$ cat config.mk
export PLATFORM = sky130hd
export DESIGN_NAME = sobel_row_window
export DESIGN_NICKNAME = d
export VERILOG_FILES = /design/src/rtl/sobel_row_window.sv
export SDC_FILE = /design/constraint.sdc
export NUM_CORES = 1
export LEC_CHECK = 0
export CAP_MARGIN = 20
export CORE_ASPECT_RATIO = 1.75
export CORE_UTILIZATION = 51
export CTS_CLUSTER_DIAMETER = 120
export DETAILED_ROUTE_END_ITERATION = 8
export GPL_TIMING_DRIVEN = 0
export PLACE_DENSITY = 0.89
export SYNTH_ARGS = -nofsm -noshare
export SYNTH_HDL_FRONTEND = slang
export SYNTH_SLANG_ARGS = --single-unit
export TNS_END_PERCENT = 20
$ cat constraint.sdc
create_clock -name clk -period 22.4 [get_ports clk]
set_input_delay 4.48 -clock clk [delete_from_list [all_inputs] [get_ports clk]]
set_output_delay 4.48 -clock clk [all_outputs]
set_load 0.005 [all_outputs]
$ cat src/rtl/sobel_row_window.sv
// -----------------------------------------------------------------------------
// sobel_row_window
//
// Purpose:
//   Three-row sliding window in front of the Sobel accelerator cores. One
//   image-row word is accepted per input handshake. The last three rows are
//   presented as row1 (oldest), row2 and row3 (newest) with a valid/ready
//   handshake. The block counts rows within a column strip and flags the
//   final window of each strip with out_last.
//
// Handshake semantics (both sides):
//   A transfer happens on a rising clk edge where valid && ready are both 1.
//   Once valid is raised, the producer holds valid and data stable until the
//   transfer. ready may depend on valid. On the input side,
//   in_ready = !out_valid || out_ready, so a held window blocks new rows.
//
// Ports:
//   clk, reset    system clock, asynchronous active-high reset
//   cfg_rows      rows per strip, latched on each accepted in_first row
//   in_valid      in_data/in_first are valid
//   in_ready      block accepts a row this cycle (combinational)
//   in_data       one row word, byte 0 = rightmost pixel
//   in_first      row is the first row of a new strip
//   out_valid     row1/2/3_data hold a valid window
//   out_ready     downstream consumes the window
//   row1_data     oldest row
//   row2_data     middle row
//   row3_data     newest row
//   out_last      window is the final window of the strip
//   dbg_state     fill state (0 = EMPTY, 1 = ONE, 2 = TWO, 3 = FULL)
//   stall_count   cycles with out_valid && !out_ready, saturating
//                 (present only when SOBEL_WINDOW_STALL_CNT_EN is defined)
//
// Build option:
//   SOBEL_WINDOW_STALL_CNT_EN  adds the stall_count output and its counter.
// -----------------------------------------------------------------------------
module sobel_row_window #(
  parameter int NUM_ACC = 8,
  parameter int IW      = (NUM_ACC + 2) * 8,
  parameter int ROWW    = 10
) (
  input  logic            clk,
  input  logic            reset,
  input  logic [ROWW-1:0] cfg_rows,
  input  logic            in_valid,
  output logic            in_ready,
  input  logic [IW-1:0]   in_data,
  input  logic            in_first,
  output logic            out_valid,
  input  logic            out_ready,
  output logic [IW-1:0]   row1_data,
  output logic [IW-1:0]   row2_data,
  output logic [IW-1:0]   row3_data,
  output logic            out_last,
  output logic [1:0]      dbg_state
`ifdef SOBEL_WINDOW_STALL_CNT_EN
  ,
  output logic [15:0]     stall_count
`endif
);

  typedef enum logic [1:0] {
    EMPTY = 2'd0,
    ONE   = 2'd1,
    TWO   = 2'd2,
    FULL  = 2'd3
  } state_t;

  localparam logic [ROWW-1:0] CNT_ONE = ROWW'(1);
  localparam logic [ROWW-1:0] CNT_MAX = {ROWW{1'b1}};
  localparam logic [ROWW-1:0] CFG_MIN = ROWW'(3);

  state_t          r_state;
  logic [IW-1:0]   r_row1;
  logic [IW-1:0]   r_row2;
  logic [IW-1:0]   r_row3;
  logic            r_out_valid;
  logic            r_out_last;
  logic [ROWW-1:0] r_row_cnt;
  logic [ROWW-1:0] r_cfg_rows;

  state_t          w_state_nxt;
  logic [IW-1:0]   w_row1_nxt;
  logic [IW-1:0]   w_row2_nxt;
  logic [IW-1:0]   w_row3_nxt;
  logic            w_out_valid_nxt;
  logic            w_out_last_nxt;
  logic [ROWW-1:0] w_row_cnt_nxt;
  logic [ROWW-1:0] w_cfg_rows_nxt;
  logic            w_accept;
  logic            w_consume;

  assign in_ready  = !r_out_valid || out_ready;
  assign w_accept  = in_valid && in_ready;
  assign w_consume = r_out_valid && out_ready;

  assign out_valid = r_out_valid;
  assign out_last  = r_out_last;
  assign row1_data = r_row1;
  assign row2_data = r_row2;
  assign row3_data = r_row3;
  assign dbg_state = r_state;

  always_comb begin
    w_state_nxt     = r_state;
    w_row1_nxt      = r_row1;
    w_row2_nxt      = r_row2;
    w_row3_nxt      = r_row3;
    w_out_valid_nxt = r_out_valid;
    w_out_last_nxt  = r_out_last;
    w_row_cnt_nxt   = r_row_cnt;
    w_cfg_rows_nxt  = r_cfg_rows;

    if (w_accept && in_first) begin
      // New strip: drop the old rows and any window not yet consumed.
      w_state_nxt     = ONE;
      w_row1_nxt      = '0;
      w_row2_nxt      = '0;
      w_row3_nxt      = in_data;
      w_out_valid_nxt = 1'b0;
      w_out_last_nxt  = 1'b0;
      w_row_cnt_nxt   = CNT_ONE;
      w_cfg_rows_nxt  = cfg_rows;
    end else if (w_accept) begin
      w_row1_nxt = r_row2;
      w_row2_nxt = r_row3;
      w_row3_nxt = in_data;
      unique case (r_state)
        EMPTY:   w_state_nxt = ONE;
        ONE:     w_state_nxt = TWO;
        default: w_state_nxt = FULL;
      endcase
      w_row_cnt_nxt = (r_row_cnt == CNT_MAX) ? r_row_cnt : r_row_cnt + CNT_ONE;
      // Strips shorter than three rows never yield a window.
      w_out_valid_nxt = (w_state_nxt == FULL) && (r_cfg_rows >= CFG_MIN);
      w_out_last_nxt  = w_out_valid_nxt && (w_row_cnt_nxt == r_cfg_rows);
    end else if (w_consume) begin
      // Rows are kept, but the same window is not presented twice.
      w_out_valid_nxt = 1'b0;
      w_out_last_nxt  = 1'b0;
    end
  end

  always_ff @(posedge clk or posedge reset) begin
    if (reset) begin
      r_state     <= EMPTY;
      r_row1      <= '0;
      r_row2      <= '0;
      r_row3      <= '0;
      r_out_valid <= 1'b0;
      r_out_last  <= 1'b0;
      r_row_cnt   <= '0;
      r_cfg_rows  <= '0;
    end else begin
      r_state     <= w_state_nxt;
      r_row1      <= w_row1_nxt;
      r_row2      <= w_row2_nxt;
      r_row3      <= w_row3_nxt;
      r_out_valid <= w_out_valid_nxt;
      r_out_last  <= w_out_last_nxt;
      r_row_cnt   <= w_row_cnt_nxt;
      r_cfg_rows  <= w_cfg_rows_nxt;
    end
  end

`ifdef SOBEL_WINDOW_STALL_CNT_EN
  logic [15:0] r_stall_cnt;

  assign stall_count = r_stall_cnt;

  always_ff @(posedge clk or posedge reset) begin
    if (reset) begin
      r_stall_cnt <= '0;
    end else if (w_accept && in_first) begin
      r_stall_cnt <= '0;
    end else if (r_out_valid && !out_ready && (r_stall_cnt != 16'hFFFF)) begin
      r_stall_cnt <= r_stall_cnt + 16'd1;
    end
  end
`endif

endmodule

==> load_flow_metrics.sql <==
INSERT INTO impl_metrics (metric_group, metric, value, unit) VALUES
('run_status', 'outcome', 'finished, final reports clean', ''),
('hold_path', 'hp-class', 'register to register', ''),
('cts', 'setup_buffers_after_cts', '0', ''),
('sta', 'fin_worst_hold_slack', '0.463', 'ns'),
('die', 'chipHeight', '197', 'um'),
('critical_path', 'timing.critical_path.from_type', 'input pin', ''),
('placed_design', 'placedInstanceArea', '0.0149', 'mm^2'),
('synth', 'netlist-cell-type-count', '42', ''),
('critical_path', 'worstRegToRegCells', '7', ''),
('die', 'initial_core_util', '52.3', '%'),
('sta', 'post-route-period-util', '45.1', '%'),
('grt', 'vias_in_the_first_global_route', '10069', ''),
('route', 'finalWirelength', '34700', 'um'),
('sta', 'period_minus_slack', '10.11', 'ns'),
('die', 'fp.coreArea', '0.0211', 'mm^2'),
('cells_and_area', 'n_fill_cell', '1436', ''),
('synth', 'synth-seq-area-share', '59.8', '%'),
('die', 'std_cell_rows', '70', ''),
('cts', 'clk_pin_slew', '0.06', 'ns'),
('critical_path', 'crit_type', 'input pin to output port', ''),
('hold_path', 'hold_path.startpoint', 'row1_data[55]', ''),
('critical_path', 'path_max_fanout', '5', ''),
('power', 'power_frac_seq', '45.8', '%'),
('critical_path', 'crit_path_frequent_cell', 'sky130_fd_sc_hd__clkdlybuf4s50_1', ''),
('cts', 'insertion_delay', '0.52', 'ns'),
('route', 'wire_per_inst', '18.7', 'um'),
('placed_design', 'dp.cells', '1817', ''),
('critical_path', 'critical-path-max-stage-delay', '0.53', 'ns'),
('critical_path', 'rr_endpoint', 'row3_data[56]', ''),
('die', 'die_w', '113', 'um'),
('route', 'drt_drc_violations_left', '0', ''),
('power', 'power.share.switching', '28.4', '%'),
('sta', 'clock-skew-final', '0.00793', 'ns'),
('hold_path', 'worst_hold_stages', '2', ''),
('grt', 'grt_overflow_total', '0', ''),
('critical_path', 'cp_num_buf_inv', '2', ''),
('placed_design', 'pre_cts_slack', '12.28', 'ns'),
('placed_design', 'dp_hpwl', '25500', 'um'),
('sta', 'timing.slew.headroom', '43.5', '%'),
('sta', 'timing.fmax', '98.9', 'MHz'),
('cts', 'cts.root.buffer_cell', 'sky130_fd_sc_hd__clkbuf_16', ''),
('critical_path', 'timing.critical_path.max_delay_family', 'buffers and inverters', ''),
('cells_and_area', 'instances_no_fill', '1860', ''),
('synth', 'yosysWarningCount', '0', ''),
('cts', 'max-clock-path-buffers', '3', ''),
('placed_design', 'finalWeightedCongestion', '0.887', ''),
('cells_and_area', 'multiInputGateArea', '0.00411', 'mm^2'),
('synth', 'syn-num-nets', '1285', ''),
('cells_and_area', 'layout.cells.most_common', 'sky130_fd_sc_hd__nand2_1', ''),
('cells_and_area', 'area_grow_syn2layout', '41.5', '%'),
('synth', 'synth-async-reset-ratio', '100', '%'),
('critical_path', 'timing.rr.start', 'out_valid', ''),
('grt', 'grt_pass1_wl', '53200', 'um'),
('cells_and_area', 'most-common-layout-cells', '577 x sky130_fd_sc_hd__nand2_1, 338 x sky130_fd_sc_hd__clkdlybuf4s50_1, 264 x sky130_fd_sc_hd__dfrtp_1', ''),
('placed_design', 'place.port_buffers', '338', ''),
('synth', 'netlist_area', '0.0110', 'mm^2'),
('hold_path', 'worstHoldEndpoint', 'row1_data[55]', ''),
('route', 'vias', '9851', ''),
('cts', 'ctsResizeCount', '0', ''),
('power', 'pwr_density_cell', '84.0', 'mW/mm^2'),
('route', 'final_antenna_net_count', '0', ''),
('sta', 'rsz0062_at_grt', 'no', ''),
('critical_path', 'crit_path_cell_trace', 'clkdlybuf4s50_1 -> nand2b_1 -> clkdlybuf4s50_1', ''),
('cells_and_area', 'layout.core_utilization', '74.1', '%'),
('power', 'p_int', '0.941', 'mW'),
('critical_path', 'critical_path_top_delay_cell', 'sky130_fd_sc_hd__clkdlybuf4s50_1', ''),
('grt', 'globalRouteTotalUtil', '31.3', '%'),
('power', 'p_clk_share', '31.4', '%'),
('cells_and_area', 'final_net_count', '1651', ''),
('flow_run', 'cap_violations', '0', ''),
('synth', 'ys_ff_latch', '264', '');
[worst min-delay path: stages (launching register included)]
cell and delay (ns):
sky130_fd_sc_hd__dfrtp_1 0.34, sky130_fd_sc_hd__nand2_1 0.05, sky130_fd_sc_hd__nand2_1 0.04
[logic make-up (layout without fill, tap and decap cells)]
kind of cell               after synthesis  after routing  synth area share [%]
xor gates and xnor gates                 7              7                 0.555
adders and majority gates                1              1                 0.113
other                                    0              1                     0
buffers and inverters                   82            464                  3.01
AOI/OAI and AO/OA                       41             41                  2.34
muxes                                   15             15                  1.47
and+or+nand+nor                        779            779                  32.7
DFF                                    264            264                  59.8
[sequential cells by signal (all words and copies together), names as in the netlist]
register and count:
row3_data 80, row1_data 80, row2_data 80, out_valid 1
r_cfg_rows 10, dbg_state 2, out_last 1, r_row_cnt 10
[power groups by stage]
| stage | combinational (mW) | sequential [mW] | clock (mW) |
|---|---|---|---|
| after floorplan | 0.111 | 0.599 | 0 |
| after global placement | 0.289 | 0.606 | 0 |
| after detailed placement | 0.298 | 0.609 | 0 |
| after CTS | 0.302 | 0.601 | 0.418 |
| after global routing | 0.325 | 0.609 | 0.435 |
| final | 0.300 | 0.602 | 0.412 |
[worst max-delay path by stage]
stage	start	end	cells past startpoint
final	out_ready	in_ready	3
after global routing	out_ready	in_ready	3
after CTS	out_ready	in_ready	3
after detailed placement	out_ready	in_ready	3
after global placement	reset	r_cfg_rows[0]	2
after floorplan	reset	dbg_state[0]	1
[layout make-up]
| class | instances | share of cell area (%) |
|---|---|---|
| sequential | 264 | 42.2 |
| multi-input combinational | 843 | 26.3 |
| buffer | 80 | 2.08 |
| timing repair buffer | 340 | 22.0 |
| clock buffer | 34 | 4.41 |
| inverter | 2 | 0.0960 |
| tap | 288 | 2.30 |
| clock inverter | 8 | 0.592 |
| antenna | 1 | 0.0160 |
[per-layer routing]
metal	GRT usage, %	part of all wire [%]	vias up	wire (um)
met5	0	0.035	-	12
met2	57.2	53	410	18500
li1	-	-	4550	-
met1	32.2	33	4760	11500
met4	20.2	6.9	2	2380
met3	6.18	6.7	129	2310
[synth_stat cells, types with 2 or more instances]
cell type                  instances  share of area (%)
sky130_fd_sc_hd__buf_4             4               0.27
sky130_fd_sc_hd__buf_2             8               0.36
sky130_fd_sc_hd__inv_1             2              0.068
sky130_fd_sc_hd__mux2i_1           5               0.45
sky130_fd_sc_hd__dfrtp_1         264                 60
sky130_fd_sc_hd__o31ai_1           2               0.14
sky130_fd_sc_hd__o22a_1            2               0.16
sky130_fd_sc_hd__nand3_1           6               0.27
sky130_fd_sc_hd__a21oi_1          11               0.50
sky130_fd_sc_hd__xnor2_1           5               0.40
sky130_fd_sc_hd__mux2_2           10                1.0
sky130_fd_sc_hd__nor4_1            3               0.17
sky130_fd_sc_hd__nor2_1           13               0.44
sky130_fd_sc_hd__a31oi_1           5               0.28
sky130_fd_sc_hd__o22ai_1           2               0.11
sky130_fd_sc_hd__nand4_1           2               0.11
sky130_fd_sc_hd__clkbuf_1         57                1.9
sky130_fd_sc_hd__o21ai_0          11               0.50
sky130_fd_sc_hd__and3_1            6               0.34
sky130_fd_sc_hd__nand3b_1        160                 11
sky130_fd_sc_hd__xor2_1            2               0.16
sky130_fd_sc_hd__and2_1            2               0.11
sky130_fd_sc_hd__nand2b_1          2               0.11
sky130_fd_sc_hd__buf_1            11               0.37
sky130_fd_sc_hd__nand2_1         577                 20
(Power assumes the default switching activity.)
